$ cat config.mk
export PLATFORM = sky130hd
export DESIGN_NAME = seq_detect_scheduler
export DESIGN_NICKNAME = d
export VERILOG_FILES = /design/src/rtl/seq_detect_scheduler.sv
export SDC_FILE = /design/constraint.sdc
export NUM_CORES = 1
export LEC_CHECK = 0
export CAP_MARGIN = 20
export CORE_ASPECT_RATIO = 1.5
export CORE_MARGIN = 2
export CORE_UTILIZATION = 54
export DETAILED_ROUTE_END_ITERATION = 8
export PLACE_DENSITY = 0.84
export SLEW_MARGIN = 20
export SYNTH_ARGS = -nofsm -noshare
export SYNTH_HDL_FRONTEND = slang
export SYNTH_SLANG_ARGS = --single-unit
$ cat constraint.sdc
create_clock -name i_clk -period 3.29 [get_ports i_clk]
set_input_delay 0.658 -clock i_clk [delete_from_list [all_inputs] [get_ports i_clk]]
set_output_delay 0.658 -clock i_clk [all_outputs]
set_load 0.005 [all_outputs]
$ cat src/rtl/seq_detect_scheduler.sv
// Time-shares one Mealy sequence-detector engine between NCH bit-serial channels with round-robin slices and per-channel context save/restore.
// Optional: define SEQSCHED_MATCH_CNT_EN to add per-channel saturating match counters.
module seq_detect_scheduler #(
    parameter int NCH   = 4,
    parameter int SLICE = 8,
    parameter int STW   = 2
) (
    input  logic             i_clk,
    input  logic             i_rst_n,
    input  logic [NCH-1:0]   i_req,
    input  logic [NCH-1:0]   i_ch_din,
    input  logic [NCH-1:0]   i_ch_vld,
    output logic [NCH-1:0]   o_ch_rdy,
    output logic [NCH-1:0]   o_grant,
    output logic             o_det_load,
    output logic [STW-1:0]   o_det_state_wr,
    input  logic [STW-1:0]   i_det_state_rd,
    output logic             o_det_vld,
    output logic             o_det_din,
    input  logic             i_det_dout,
    output logic [NCH-1:0]   o_match
`ifdef SEQSCHED_MATCH_CNT_EN
    ,
    input  logic [$clog2(NCH)-1:0] i_cnt_sel,
    input  logic                   i_cnt_clr,
    output logic [7:0]             o_cnt_out
`endif
);

    localparam int PW = (NCH > 1) ? $clog2(NCH) : 1;

    typedef enum logic [1:0] {S_IDLE, S_LOAD, S_RUN, S_SAVE} state_t;

    state_t         r_state;
    state_t         w_state_nxt;
    logic [PW-1:0]  r_sel;
    logic [PW-1:0]  r_ptr;
    logic [7:0]     r_cnt;
    logic [STW-1:0] r_ctx [NCH];
    logic [NCH-1:0] r_match;

    logic [PW-1:0]  w_base;
    logic [PW-1:0]  w_idx;
    logic [PW-1:0]  w_pick;
    logic           w_pick_vld;
    logic           w_acc;

    // In SAVE the pointer updates on this same edge, so arbitrate from the outgoing owner
    always_comb begin
        w_base     = (r_state == S_SAVE) ? r_sel : r_ptr;
        w_idx      = '0;
        w_pick     = '0;
        w_pick_vld = 1'b0;
        for (int k = NCH; k >= 1; k--) begin
            w_idx = PW'((int'(w_base) + k) % NCH);
            if (i_req[w_idx]) begin
                w_pick     = w_idx;
                w_pick_vld = 1'b1;
            end
        end
    end

    always_comb begin
        w_state_nxt    = r_state;
        o_grant        = '0;
        o_ch_rdy       = '0;
        o_det_load     = 1'b0;
        o_det_state_wr = r_ctx[r_sel];
        o_det_vld      = 1'b0;
        o_det_din      = 1'b0;
        w_acc          = 1'b0;
        case (r_state)
            S_IDLE: begin
                if (w_pick_vld) w_state_nxt = S_LOAD;
            end
            S_LOAD: begin
                o_grant[r_sel] = 1'b1;
                o_det_load     = 1'b1;
                w_state_nxt    = S_RUN;
            end
            S_RUN: begin
                o_grant[r_sel]  = 1'b1;
                o_ch_rdy[r_sel] = i_req[r_sel];
                w_acc           = i_req[r_sel] && i_ch_vld[r_sel];
                o_det_vld       = w_acc;
                o_det_din       = w_acc && i_ch_din[r_sel];
                if (!i_req[r_sel]) begin
                    w_state_nxt = S_SAVE;
                end else if (w_acc && (r_cnt == 8'(SLICE - 1))) begin
                    w_state_nxt = S_SAVE;
                end
            end
            S_SAVE: begin
                o_grant[r_sel] = 1'b1;
                w_state_nxt    = w_pick_vld ? S_LOAD : S_IDLE;
            end
            default: w_state_nxt = S_IDLE;
        endcase
    end

    always_ff @(posedge i_clk or negedge i_rst_n) begin
        if (!i_rst_n) r_state <= S_IDLE;
        else          r_state <= w_state_nxt;
    end

    always_ff @(posedge i_clk or negedge i_rst_n) begin
        if (!i_rst_n) begin
            r_sel   <= '0;
            r_ptr   <= PW'(NCH - 1);
            r_cnt   <= '0;
            r_match <= '0;
            for (int i = 0; i < NCH; i++) r_ctx[i] <= '0;
        end else begin
            r_match <= '0;
            if (o_det_vld) r_match[r_sel] <= i_det_dout;
            case (r_state)
                S_IDLE: if (w_pick_vld) r_sel <= w_pick;
                S_LOAD: r_cnt <= '0;
                S_RUN:  if (w_acc) r_cnt <= r_cnt + 8'd1;
                S_SAVE: begin
                    r_ctx[r_sel] <= i_det_state_rd;
                    r_ptr        <= r_sel;
                    if (w_pick_vld) r_sel <= w_pick;
                end
                default: ;
            endcase
        end
    end

    assign o_match = r_match;

`ifdef SEQSCHED_MATCH_CNT_EN
    logic [7:0] r_mcnt [NCH];

    // Counts registered match pulses; a clear in the same cycle takes priority
    always_ff @(posedge i_clk or negedge i_rst_n) begin
        if (!i_rst_n) begin
            for (int i = 0; i < NCH; i++) r_mcnt[i] <= '0;
        end else begin
            for (int i = 0; i < NCH; i++) begin
                if (i_cnt_clr && (i_cnt_sel == PW'(i))) begin
                    r_mcnt[i] <= '0;
                end else if (r_match[i] && (r_mcnt[i] != 8'hFF)) begin
                    r_mcnt[i] <= r_mcnt[i] + 8'd1;
                end
            end
        end
    end

    assign o_cnt_out = r_mcnt[i_cnt_sel];
`endif

endmodule
==> Word-level counts from Yosys, hierarchy flattened <==
Index checks and enable logic that the tools add are counted.
{ "word_totals": {"regBits": 26, "wordCells": 88} }
{ "classes": {"add_sub_neg": 5, "magnitude_cmp": 8, "n_eq_ne": 7, "mux": 44, "n_bitwise": 3, "n_reduce_logical": 12} }
{ "op_table": {"columns": ["operator", "n"], "rows": [
  ["two-way mux 2 bit", 11],
  ["two-way mux 1 bit", 16],
  ["one-hot mux 8 bit (2 select lines)", 1],
  ["< comparator 2 x 3 -> 1 bit (second input constant)", 5],
  ["binary-select mux 1 bit (select 2 bit)", 7],
  ["two-way mux 4 bit", 3],
  ["adder 8 x 1 -> 8 bit (second input constant)", 1],
  ["AND 4 bit", 2],
  ["bitwise mux 8 bit", 1],
  ["== test 8 x 3 -> 1 bit (second input constant)", 1],
  ["two-way mux 8 bit", 1],
  ["one-hot mux 2 bit (4 select lines)", 1],
  ["AND reduction 2 bit", 3],
  ["logical AND 1 bit", 5],
  ["adder 2 x 1 -> 2 bit (second input constant)", 2],
  ["adder 2 bit (second input constant)", 2],
  ["binary-select mux 2 bit (select 2 bit)", 1],
  ["demux 2 bit (select 2 bit)", 1],
  ["== test 2 bit (second input constant)", 2],
  ["inequality test 2 bit (second input constant)", 2],
  ["greater-or-equal comparator 3 bit (second input constant)", 1],
  ["< comparator 3 x 1 -> 1 bit (second input constant)", 1],
  ["inequality test 3 bit (second input constant)", 1],
  ["NOT 2 -> 3 bit", 1],
  ["7 further kinds", 7]
]} }

==> Depth between registers and ports, before layout <==
Gate-level depths: netlist of run 1.
{ "depth": {"ltp_word": 11, "mapped_depth": 8, "ltp_nobuf": 7} }

==> Worst setup path before layout of run 1 <==
Ideal clock, no wire load.
{ "synth_timing": {"kind": "input port to output port", "start": "input port i_req[3]", "end": "output port o_det_din", "arrival_ps": 1708, "required_ps": 2632, "setup_slack_ps": 924, "path_stages": 5, "path_buffers": 2, "cell_sequence": "mux4_2 and3_1 buf_6 buf_12 and2_1"} }
{ "synth_between": {"elab_chain_len": 5} }
{ "synth_rtl": {"columns": ["element", "line", "text"], "rows": [
  ["start: declaration", "10", "input logic [NCH-1:0] i_req,"],
  ["binary-select mux 1 bit (select 2 bit)", "84", "w_acc = i_req[r_sel] && i_ch_vld[r_sel];"],
  ["two-way mux 1 bit (implied by the code)", "84", null],
  ["logical AND 1 bit", "84", null],
  ["logical AND 1 bit", "86", "o_det_din = w_acc && i_ch_din[r_sel];"],
  ["two-way mux 1 bit", "72", "case (r_state)"],
  ["end: declaration", "19", "output logic o_det_din,"]
]} }
No other way between the ends. The select of a mux whose other input is x is not followed.

==> Worst setup path after layout of run 1 <==
{ "layout_timing": {"start": "input port i_req[0]", "end": "output port o_det_din"} }
The elaborated chain is that of the path after synthesis.

==> impl_results.md, run 1 <==
* Synthesized area per cell at 10.4 um2
* Reg2Reg Launch Point: r_sel[1]$_DFFE_PN0P_
* Min cycle time layout at 3.11 ns
* Worst R2R Path Depth at 6
* Most frequent cells in the layout: sky130_fd_sc_hd__clkdlybuf4s50_1, sky130_fd_sc_hd__dfrtp_1, sky130_fd_sc_hd__nor2_1
* Remaining antenna violation count after routing at 0
* Grt total ovfl at 0
* Average vias per placed instance at 5.71
* Starting DRT DRC Count at 51
* Hold path depth at 1
* FF+latch count, synth at 26
* Syn Std Cell Area at 1620 um2
* Gate count after technology mapping at 156
* TritonCTS clock tree: yes
* Syn Nets at 179
* Count of flip-flops with a built-in enable after synthesis at 0
* Clock insertion delay at the later pin of the skew report at 0.27 ns
* Final total negative setup slack at 0 ns
* Wire length of the first global-routing pass at 6090 um
* Number of nets in the layout at 214
* Via count of the first global-routing pass at 1,368
* Synth Area in Simple Gates at 20.8%
* Total CTS buffers at 3
* Fraction of the cycle the final worst path needs at 94.6%
* DRC Markers at 0
* Number of max-slew violations in the final report at 0
* Std cell rows at 24
* Element type at the critical path end: primary output
* Post-synthesis share of cell area spent on full adders, half adders and majority gates at 4.65%
* Worst Setup Path Type: primary input to primary output
* Proportion of layout cells with a drive suffix above 1 at 20.0%
* Async SR Flop Fraction at 100%
* Top flip-flop cell by instance count after synthesis: sky130_fd_sc_hd__dfrtp_1
* Clock slew at reported path FFs at 0.09 ns
* Die Y-Extent at 71.0 um
* Max-Slew Margin vs Limit at 39.4%
* Worst Tran Pin Value at 0.900 ns
* Starting utilization of the core area at 56.0%
* X dimension of the die at 48.7 um
* Number of max-cap violations at 0
* Per-cell routed wire length at 15.6 um
* Top achievable clock speed at 0.321 GHz
* FF-to-FF setup slack at 1.08 ns
* RR Endpoint: r_cnt[4]$_DFFE_PN0P_
* Area of the die at 3450 um2
* Static leakage power at 0.874 nW
* Fraction of synthesized cell area taken by the top area cell type at 37.2%
* Number of cells in the finished layout apart from fillers at 229
* Power density of the placed cells at 829 nW/um2
* Max clock buf depth at 2
* Sequential fraction of the synthesis area at 40.4%
* Clock tree root driver cell: sky130_fd_sc_hd__clkbuf_8
* Number of failing setup endpoints in the final timing report at 0
* Worst path required time at 2.63 ns
* Clock sinks at 26
* IO Pins at 34
* Post-CTS Resized at 0
* Unique masters post-synth at 48
* Via count at 1,308
* Total global routing track utilization at 22.3%
* Maximum number of pins on one net before global-route repair at 27
* Area leader, netlist: sky130_fd_sc_hd__dfrtp_1
* Hold-critical path endpoint: r_cnt[7]$_DFFE_PN0P_
* YS warnings at 0
* Post-CTS Setup Repair Bufs at 0
* Share of the synthesized area in compound gates (AO/OA/AOI/OAI) at 11.5%
* Worst hold path startpoint: r_cnt[7]$_DFFE_PN0P_
* Hold-fix buffers at CTS at 0
* Initial antenna violation count at 0
* Outcome: finished clean
* Final hold violation count at 0
* Path category of the worst min-delay check: register to register
* Critical path fanouts, max at 5
* Largest family of logic cells by synthesized area: simple AND/OR/NAND/NOR gates
* Most area-consuming cells after synthesis: sky130_fd_sc_hd__dfrtp_1, sky130_fd_sc_hd__mux2_2, sky130_fd_sc_hd__mux4_2
* Total iterations of the first detailed-routing run at 4
* Input/output buffers at 33
* VDD IR-drop max at 0.590 mV
* Placer Congestion at 0.839
* Placed cells at 225
* Count of inserted antenna diode cells at 0
* Overall routed net length at 3570 um
* Critical Path AT at 2.45 ns
* Worst setup skew after layout at 0.00687 ns
* HPWL after detailed placement at 2700 um
* Setup repair after global routing missed its margin: false
* Post-synthesis share of cell area spent on xor and xnor gates at 0.542%
* Kind of launch point of the worst setup path: primary input
* Commonest non-fill, non-tap cell in the layout: sky130_fd_sc_hd__clkdlybuf4s50_1
* Post-synthesis mux area share at 16.0%
* Number of levels in the clock H-tree at 1
* Growth of design area from synthesis to finish at 26.0%
* Core outline area at 2880 um2
[per-layer routing]
metal / track usage [%] / routed length [um] / vias up / share of wire [%]
li1: - / - / 630 / -
met1: 24.7 / 1330 / 636 / 37
met2: 43.2 / 2070 / 36 / 58
met5: 0 / 0 / - / 0
met4: 6.03 / 43 / 0 / 1.2
met3: 3.59 / 123 / 6 / 3.5
[cells by family (layout without fill, tap and decap cells)]
logic type	after synthesis	count (layout)
mux	18	18
fa+ha+maj	6	6
simple gates	63	63
compound gates	27	27
buf+inv	15	49
xor+xnor	1	1
flops	26	26
[state kept, by name, summed over array words and instances, names as in the netlist]
name	flops
r_ptr	2
r_sel	2
r_cnt	8
r_state	2
r_ctx	8
o_match	4
[critical path, cell delays in order]
cell                              delay [ns]
sky130_fd_sc_hd__clkdlybuf4s50_1        0.47
sky130_fd_sc_hd__mux4_2                 0.52
sky130_fd_sc_hd__and3_1                 0.22
sky130_fd_sc_hd__and2_1                 0.15
sky130_fd_sc_hd__clkdlybuf4s50_1        0.44
[cells in the mapped netlist, types with 2 or more instances]
cell                        n
sky130_fd_sc_hd__nand2b_1   2
sky130_fd_sc_hd__nand2_1   14
sky130_fd_sc_hd__mux4_2     4
sky130_fd_sc_hd__nor2_1    17
sky130_fd_sc_hd__mux2_2    10
sky130_fd_sc_hd__o21ai_0    2
sky130_fd_sc_hd__a21oi_1    7
sky130_fd_sc_hd__a21oi_2    3
sky130_fd_sc_hd__o21ai_1    2
sky130_fd_sc_hd__nand3_1    6
sky130_fd_sc_hd__and3_1     5
sky130_fd_sc_hd__ha_1       6
sky130_fd_sc_hd__inv_1      5
sky130_fd_sc_hd__nand4_1    4
sky130_fd_sc_hd__buf_6      2
sky130_fd_sc_hd__nor3_1     2
sky130_fd_sc_hd__nor2b_1    3
sky130_fd_sc_hd__o21ai_2    2
sky130_fd_sc_hd__a21o_1     2
sky130_fd_sc_hd__o22ai_1    2
sky130_fd_sc_hd__nor4_1     2
sky130_fd_sc_hd__mux2i_1    3
sky130_fd_sc_hd__buf_2      2
sky130_fd_sc_hd__dfrtp_1   24
sky130_fd_sc_hd__dfstp_2    2
[report_power, final]
group,internal [mW],leakage [nW],switching (mW)
clock,0.163,0.0357,0.104
sequential,0.430,0.327,0.106
combinational,0.468,0.512,0.417
[worst max-delay path by stage]
stage | startpoint | endpoint | cells after the start
2_1_floorplan | i_req[3] | o_det_din | 5
4_1_cts | i_req[0] | o_det_din | 5
3_5_place_dp | i_req[0] | o_det_din | 5
3_3_place_gp | i_req[0] | o_det_din | 5
6_report | i_req[0] | o_det_din | 5
5_1_grt | i_req[0] | o_det_din | 5
[cell type report]
class | count | area (um2)
clock buffer | 3 | 41.3
clock inverter | 1 | 30.0
fill | 232 | 847
inverter | 7 | 31.3
multi-input combinational | 115 | 863
sequential | 26 | 653
tap | 39 | 48.8
timing repair buffer | 38 | 368
[per-stage QoR]
| stage | cell area (um2) | hold WS, ns | utilization, % | setup WS (ns) | power [mW] |
|---|---|---|---|---|---|
| floorplan | 1620 | 0.362 | - | 0.924 | 1.15 |
| global placement | 1960 | 0.482 | 68.1 | 0.207 | 1.37 |
| detailed placement | 1960 | 0.495 | 68.1 | 0.172 | 1.42 |
| CTS | 2040 | 0.515 | 70.6 | 0.174 | 1.69 |
| global route | 2040 | 0.528 | 70.6 | 0.141 | 1.80 |
| finish | 2040 | 0.511 | 70.6 | 0.178 | 1.69 |
No activity file was read; power rests on OpenSTA's default activity.
==> run 2: changes to the inputs <==
- CORE_UTILIZATION: 54 -> 51
- PLACE_DENSITY: 0.84 -> 0.8
- clock period: 3.29 -> 3.2 ns (I/O delays scaled with it)
==> run 2 against run 1 <==
Compared with the run above:
- wire length is 1.5% lower
- sequential share of layout area down 0.14 points
- design area rose by 0.43%
- clock-buffer cell count unchanged
- total power rose by 2.7%
- clock skew fell by 0.0029 ns
- largest power group unchanged
==> impl_results.md, run 2 (synthesis results as in run 1) <==
* IO Pins at 34 (unchanged)
* Top achievable clock speed at 0.328 GHz
* Final core utilization at 66.0% (-4.6 points)
* Core outline area at 3100 um2 (+7.4%)
* Critical Path AT at 2.40 ns (-0.05 ns)
* Wire length of the first global-routing pass at 6030 um (-1.0%)
* Via count at 1,320 (+0.92%)
* Hold-fix buffers at CTS at 0 (unchanged)
* Worst path cell trace: clkdlybuf4s50_1 > mux4_2 > and3_1 > and2_1 > clkdlybuf4s50_1
* Input/output buffers at 33 (unchanged)
* Number of levels in the clock H-tree at 1 (unchanged)
* Critical-path cell with the highest stage delay: sky130_fd_sc_hd__mux4_2
* Worst setup startpoint: i_req[1]
* Worst Setup Path Type: primary input to primary output
* Grt total ovfl at 0 (unchanged)
* Reg2Reg Launch Point: r_sel[1]$_DFFE_PN0P_
* Max clock buf depth at 2 (unchanged)
* Power density of the placed cells at 848 nW/um2 (+2.2%)
* Fin Hold WS at 0.511 ns (-0.000545 ns)
* Average vias per placed instance at 5.71 (about the same)
* Element type at the critical path end: primary output
* Area of the die at 3640 um2 (+5.5%)
* Clock sinks at 26 (unchanged)
* Worst path required time at 2.56 ns (-0.07 ns)
* VDD IR-drop max at 0.691 mV (+17%)
* Cell repeated most along the worst path: sky130_fd_sc_hd__clkdlybuf4s50_1
* Kind of launch point of the worst setup path: primary input
* Final total negative setup slack at 0 ns (unchanged)
* Clock insertion delay at the later pin of the skew report at 0.28 ns (about the same)
* Die Y-Extent at 72.9 um (+2.7%)
* Remaining antenna violation count after routing at 0 (unchanged)
* Worst Tran Pin Value at 0.758 ns (-0.142 ns)
* Proportion of layout cells with a drive suffix above 1 at 20.4% (+0.42 points)
* TritonCTS clock tree: yes
* Path category of the worst min-delay check: register to register
* Number of nets in the layout at 215 (+0.47%)
* Critical path fanouts, max at 4 (-1)
* Starting DRT DRC Count at 36 (-29%)
* Overall routed net length at 3510 um (-1.5%)
* Total iterations of the first detailed-routing run at 4 (unchanged)
* Final hold violation count at 0 (unchanged)
* Total global routing track utilization at 21.7% (-0.55 points)
* Max-Slew Margin vs Limit at 49.0% (+9.6 points)
* Per-cell routed wire length at 15.2 um (-2.3%)
* Total CTS buffers at 3 (unchanged)
* Number of max-slew violations in the final report at 0 (unchanged)
* Area of the multi-input gates at 863 um2 (unchanged)
* Post-CTS Setup Repair Bufs at 0 (unchanged)
* Maximum number of pins on one net before global-route repair at 27 (unchanged)
* Min cycle time layout at 3.04 ns
* Worst Setup Slack post-DPL at 0.148 ns (-0.0237 ns)
* HPWL after detailed placement at 2680 um (-0.63%)
* Outcome: finished clean
* Most frequent cells in the layout: sky130_fd_sc_hd__clkdlybuf4s50_1, sky130_fd_sc_hd__dfrtp_1, sky130_fd_sc_hd__nor2_1
* FF-to-FF setup slack at 0.95 ns (-0.13 ns)
* Clock tree root driver cell: sky130_fd_sc_hd__clkbuf_8
* Crit path setup slack, layout at 0.156 ns (-0.0218 ns)
* Static leakage power at 0.879 nW (+0.55%)
* Count of inserted antenna diode cells at 0 (unchanged)
* Via count of the first global-routing pass at 1,399 (+2.3%)
* Post-CTS Resized at 0 (unchanged)
* Initial antenna violation count at 0 (unchanged)
* Number of max-cap violations at 0 (unchanged)
* Register area at 653 um2 (unchanged)
* Std cell rows at 25 (+4.2%)
* Fraction of the cycle the final worst path needs at 95.1%
* Worst hold path startpoint: r_ctx[7]$_DFFE_PN0P_
* Number of failing setup endpoints in the final timing report at 0 (unchanged)
* Commonest non-fill, non-tap cell in the layout: sky130_fd_sc_hd__clkdlybuf4s50_1
* Clock slew at reported path FFs at 0.09 ns (about the same)
* Setup repair after global routing missed its margin: false
* Filler Cells Inserted at 228 (-1.7%)
* Worst setup skew after layout at 0.00397 ns (-0.00289 ns)
* Growth of design area from synthesis to finish at 26.6%
* Placer Congestion at 0.780 (-7.0%)
* DRC Markers at 0 (unchanged)
* CP max stage delay at 0.51 ns (about the same)
* X dimension of the die at 50.0 um (+2.7%)
* Starting utilization of the core area at 52.2% (-3.9 points)
-- run 2: cell count changes in the layout (fill, tap and decap cells not counted) --
cell | previous run | this run
sky130_fd_sc_hd__buf_4 | 5 | 6
-- run 2: metal layers --
metal	part of all wire (%)	up-vias	global-route usage, %
li1	-	631	-
met1	39	649	23.8
met2	55	29	39.9
met3	2.8	11	3.48
met4	3.2	0	11.1
met5	0	-	0
-- run 2: final timing paths --
path / endpoint / depth (start not counted)
hold / removal: r_ctx[7]$_DFFE_PN0P_ / 1
min in group asynchronous: r_cnt[1]$_DFFE_PN0P_ / 2
setup / recovery: o_det_din / 5
hold reg to reg: r_ctx[7]$_DFFE_PN0P_ / 1
max in group asynchronous: r_ptr[1]$_DFF_PN1_ / 2
setup reg to reg: r_cnt[4]$_DFFE_PN0P_ / 6
-- run 2: area by class of cell --
| type | instances | area share, % |
|---|---|---|
| clock inverters | 1 | 1.47 |
| well taps | 40 | 2.45 |
| clock buffers | 3 | 2.02 |
| flip-flops and latches | 26 | 31.9 |
| repair buffers | 39 | 18.4 |
| inverters | 7 | 1.53 |
| multi-input cells | 115 | 42.2 |
-- run 2: worst max-delay path: cells and delay by family --
| kind | cells | cell delay [ns] |
|---|---|---|
| AND/OR/NAND/NOR | 2 | 0.36 |
| buffers and inverters | 2 | 0.88 |
| multiplexers | 1 | 0.51 |
-- run 2: through the flow --
step | area [um2] | power, mW | std cells
final | 2040 | 1.73 | 231
after global routing | 2040 | 1.85 | 231
after CTS | 2040 | 1.74 | 231
after floorplan | 1620 | 1.18 | 156
after detailed placement | 1970 | 1.46 | 227
after global placement | 1970 | 1.41 | 227
-- run 2: where the power goes --
part	internal (mW)	leakage (nW)	switching [mW]
sequential	0.442	0.327	0.108
clock	0.168	0.0357	0.109
combinational	0.482	0.516	0.424
total	1.09	0.879	0.641
==> run 3: changes to the inputs <==
- CAP_MARGIN: 20 -> unset
- CORE_UTILIZATION: 51 -> 46
- HOLD_SLACK_MARGIN: unset -> 0.02
- PLACE_DENSITY: 0.8 -> 0.76
- clock period: 3.2 -> 2.8 ns (I/O delays scaled with it)
==> run 3 against run 2 <==
Compared with the run above:
- critical path depth is 1 lower
- highest routed layer unchanged
- total power increased by 16%
- core utilization down 4.3 points
==> impl_results.md, run 3 (synthesis results as in run 1) <==
* Number of max-cap violations at 0 (unchanged)
* CP max stage delay at 0.51 ns (about the same)
* Static leakage power at 0.907 nW (+3.1%)
* Worst Setup Slack post-DPL at -0.0418 ns (-0.190 ns)
* Maximum number of pins on one net before global-route repair at 27 (unchanged)
* HPWL after detailed placement at 2910 um (+8.5%)
* Worst path required time at 2.24 ns (-0.32 ns)
* Wire length of the first global-routing pass at 6200 um (+2.8%)
* Critical path fanouts, max at 3 (-1)
* Max-Slew Margin vs Limit at 60.2% (+11 points)
* Most frequent cells in the layout: sky130_fd_sc_hd__clkdlybuf4s50_1, sky130_fd_sc_hd__dfrtp_1, sky130_fd_sc_hd__nor2_1
* Grt total ovfl at 0 (unchanged)
* Fin Hold WS at 0.516 ns (+0.00506 ns)
* Number of cells in the finished layout apart from fillers at 238 (+3.0%)
* Worst path cell trace: clkdlybuf4s50_1 > mux4_2 > and3_4 > clkdlybuf4s50_1
* Switching share of power at 36.9% (-0.13 points)
* Via count of the first global-routing pass at 1,388 (-0.79%)
* Internal power component at 1.27 mW (+17%)
* Path category of the worst min-delay check: register to register
* CP bufs+invs at 2 (unchanged)
* Count of inserted antenna diode cells at 0 (unchanged)
* Commonest non-fill, non-tap cell in the layout: sky130_fd_sc_hd__clkdlybuf4s50_1
* Switching power of the nets at 0.743 mW (+16%)
* TritonCTS clock tree: yes
* Clock sinks at 26 (unchanged)
* Input/output buffers at 33 (unchanged)
* Critical-path cell with the highest stage delay: sky130_fd_sc_hd__mux4_2
* Hold-fix buffers at CTS at 0 (unchanged)
* Cell area after placement at 2010 um2 (+2.0%)
* DRC Markers at 0 (unchanged)
* Initial antenna violation count at 0 (unchanged)
* Starting utilization of the core area at 47.7% (-4.4 points)
* Total iterations of the first detailed-routing run at 4 (unchanged)
* IO Pins at 34 (unchanged)
* Final hold violation count at 0 (unchanged)
* Placer Congestion at 0.806 (+3.4%)
* Element type at the critical path end: primary output
* Worst Tran Pin Value at 0.581 ns (-0.177 ns)
* Average vias per placed instance at 5.68 (-0.66%)
* Register area at 653 um2 (unchanged)
* Crit path setup slack, layout at 0.0876 ns (-0.0681 ns)
* VDD IR-drop max at 0.786 mV (+14%)
* Number of levels in the clock H-tree at 1 (unchanged)
* Proportion of layout cells with a drive suffix above 1 at 23.0% (+2.5 points)
* Per-cell routed wire length at 15.3 um (+0.51%)
* Relative contribution of combinational cells to total power at 54.0% (+1.7 points)
* Critical Path AT at 2.15 ns (-0.25 ns)
* Max clock buf depth at 2 (unchanged)
* Worst setup skew after layout at 0.00530 ns (+0.00133 ns)
* Fraction of the cycle the final worst path needs at 96.9%
* Clock insertion delay at the later pin of the skew report at 0.28 ns (about the same)
* Total global routing track utilization at 20.3% (-1.4 points)
* Seq pwr share at 30.3% (-1.5 points)
* Kind of launch point of the worst setup path: primary input
* Placed cells at 234 (+3.1%)
* Post-CTS Setup Repair Bufs at 0 (unchanged)
* Remaining antenna violation count after routing at 0 (unchanged)
* X dimension of the die at 52.4 um (+4.9%)
* Clock Power Share at 15.7% (-0.2 points)
* Number of max-slew violations in the final report at 0 (unchanged)
* Total CTS buffers at 3 (unchanged)
* Worst Setup Path Type: primary input to primary output
* Via count at 1,351 (+2.3%)
* Filler Cells Inserted at 299 (+31%)
* Outcome: finished clean
* Number of nets in the layout at 220 (+2.3%)
* Std cell rows at 26 (+4.0%)
* Power density of the placed cells at 966 nW/um2 (+14%)
* Final core utilization at 61.7% (-4.3 points)
* Top achievable clock speed at 0.369 GHz
* Clock tree root driver cell: sky130_fd_sc_hd__clkbuf_8
* Area of the die at 4010 um2 (+10%)
* Overall routed net length at 3640 um (+3.6%)
* Min cycle time layout at 2.71 ns
* Clock slew at reported path FFs at 0.09 ns (about the same)
* Area of the multi-input gates at 868 um2 (+0.58%)
* Growth of design area from synthesis to finish at 29.3%
* Summed area of non-filler cells in the final layout at 2090 um2 (+2.1%)
* Post-CTS Resized at 2 (+2)
* Starting DRT DRC Count at 42 (+17%)
* Setup repair after global routing missed its margin: false
* Die Y-Extent at 76.6 um (+5.0%)
* Core outline area at 3380 um2 (+9.3%)
* Top cell family by delay on the critical path: buffers and inverters
* Cell repeated most along the worst path: sky130_fd_sc_hd__clkdlybuf4s50_1
* Number of failing setup endpoints in the final timing report at 0 (unchanged)
==> run 3: cell types whose count changed in the layout (fill, tap and decap cells not counted), sizes merged <==
cell / delta
clkdlybuf4s50: -1
dlygate4sd2: +1
buf: +5
==> run 3: final cells by class <==
type	instances	share of cell area [%]
inverter	7	1.50
timing repair buffer	44	19.7
clock inverter	1	1.44
multi-input combinational	115	41.6
clock buffer	3	1.98
sequential	26	31.3
tap	42	2.52
==> run 3: metal layers <==
metal	global-route usage [%]	part of all wire, %	vias up
li1	-	-	641
met1	22.6	38	669
met2	36.5	56	32
met3	3.33	3.5	9
met4	8.21	2.4	0
met5	0	0	-
==> run 3: worst paths after layout <==
| path | from | endpoint | slack [ns] | depth (start not counted) |
|---|---|---|---|---|
| max in group asynchronous | i_rst_n | r_ptr[0]$_DFF_PN1_ | 1.86 | 2 |
| worst min register to register | r_cnt[7]$_DFFE_PN0P_ | r_cnt[7]$_DFFE_PN0P_ | 0.52 | 1 |
| min in group asynchronous | i_rst_n | r_cnt[1]$_DFFE_PN0P_ | 0.64 | 2 |
| worst max register to register | r_state[0]$_DFFE_PN0P_ | r_sel[0]$_DFFE_PN0P_ | 0.71 | 7 |
| worst min-delay path | r_cnt[7]$_DFFE_PN0P_ | r_cnt[7]$_DFFE_PN0P_ | 0.52 | 1 |
| worst max-delay path | i_req[3] | o_det_vld | 0.09 | 4 |
==> run 3: power groups by stage <==
stage          Clock, mW  Combinational, mW  Sequential [mW]
2_1_floorplan          0              0.790            0.561
3_3_place_gp           0               1.05            0.597
3_5_place_dp           0               1.09            0.615
4_1_cts            0.324               1.10            0.608
5_1_grt            0.338               1.20            0.625
6_report           0.316               1.09            0.612
==> run 3: worst register-to-register path: stages (launching register included) <==
cell                      delay [ns]
sky130_fd_sc_hd__dfrtp_1        0.46
sky130_fd_sc_hd__ha_1           0.36
sky130_fd_sc_hd__mux2i_1        0.57
sky130_fd_sc_hd__inv_2          0.09
sky130_fd_sc_hd__nor2_1         0.11
sky130_fd_sc_hd__a21oi_1        0.05
sky130_fd_sc_hd__o221a_2        0.24
sky130_fd_sc_hd__a21oi_1        0.15
==> run 3: per-stage QoR <==
step	setup TNS, ns	total power [mW]
after global placement	-0.0173	1.65
after CTS	0	2.03
final	0	2.02
after detailed placement	-0.0418	1.70
after floorplan	0	1.35
after global routing	0	2.17
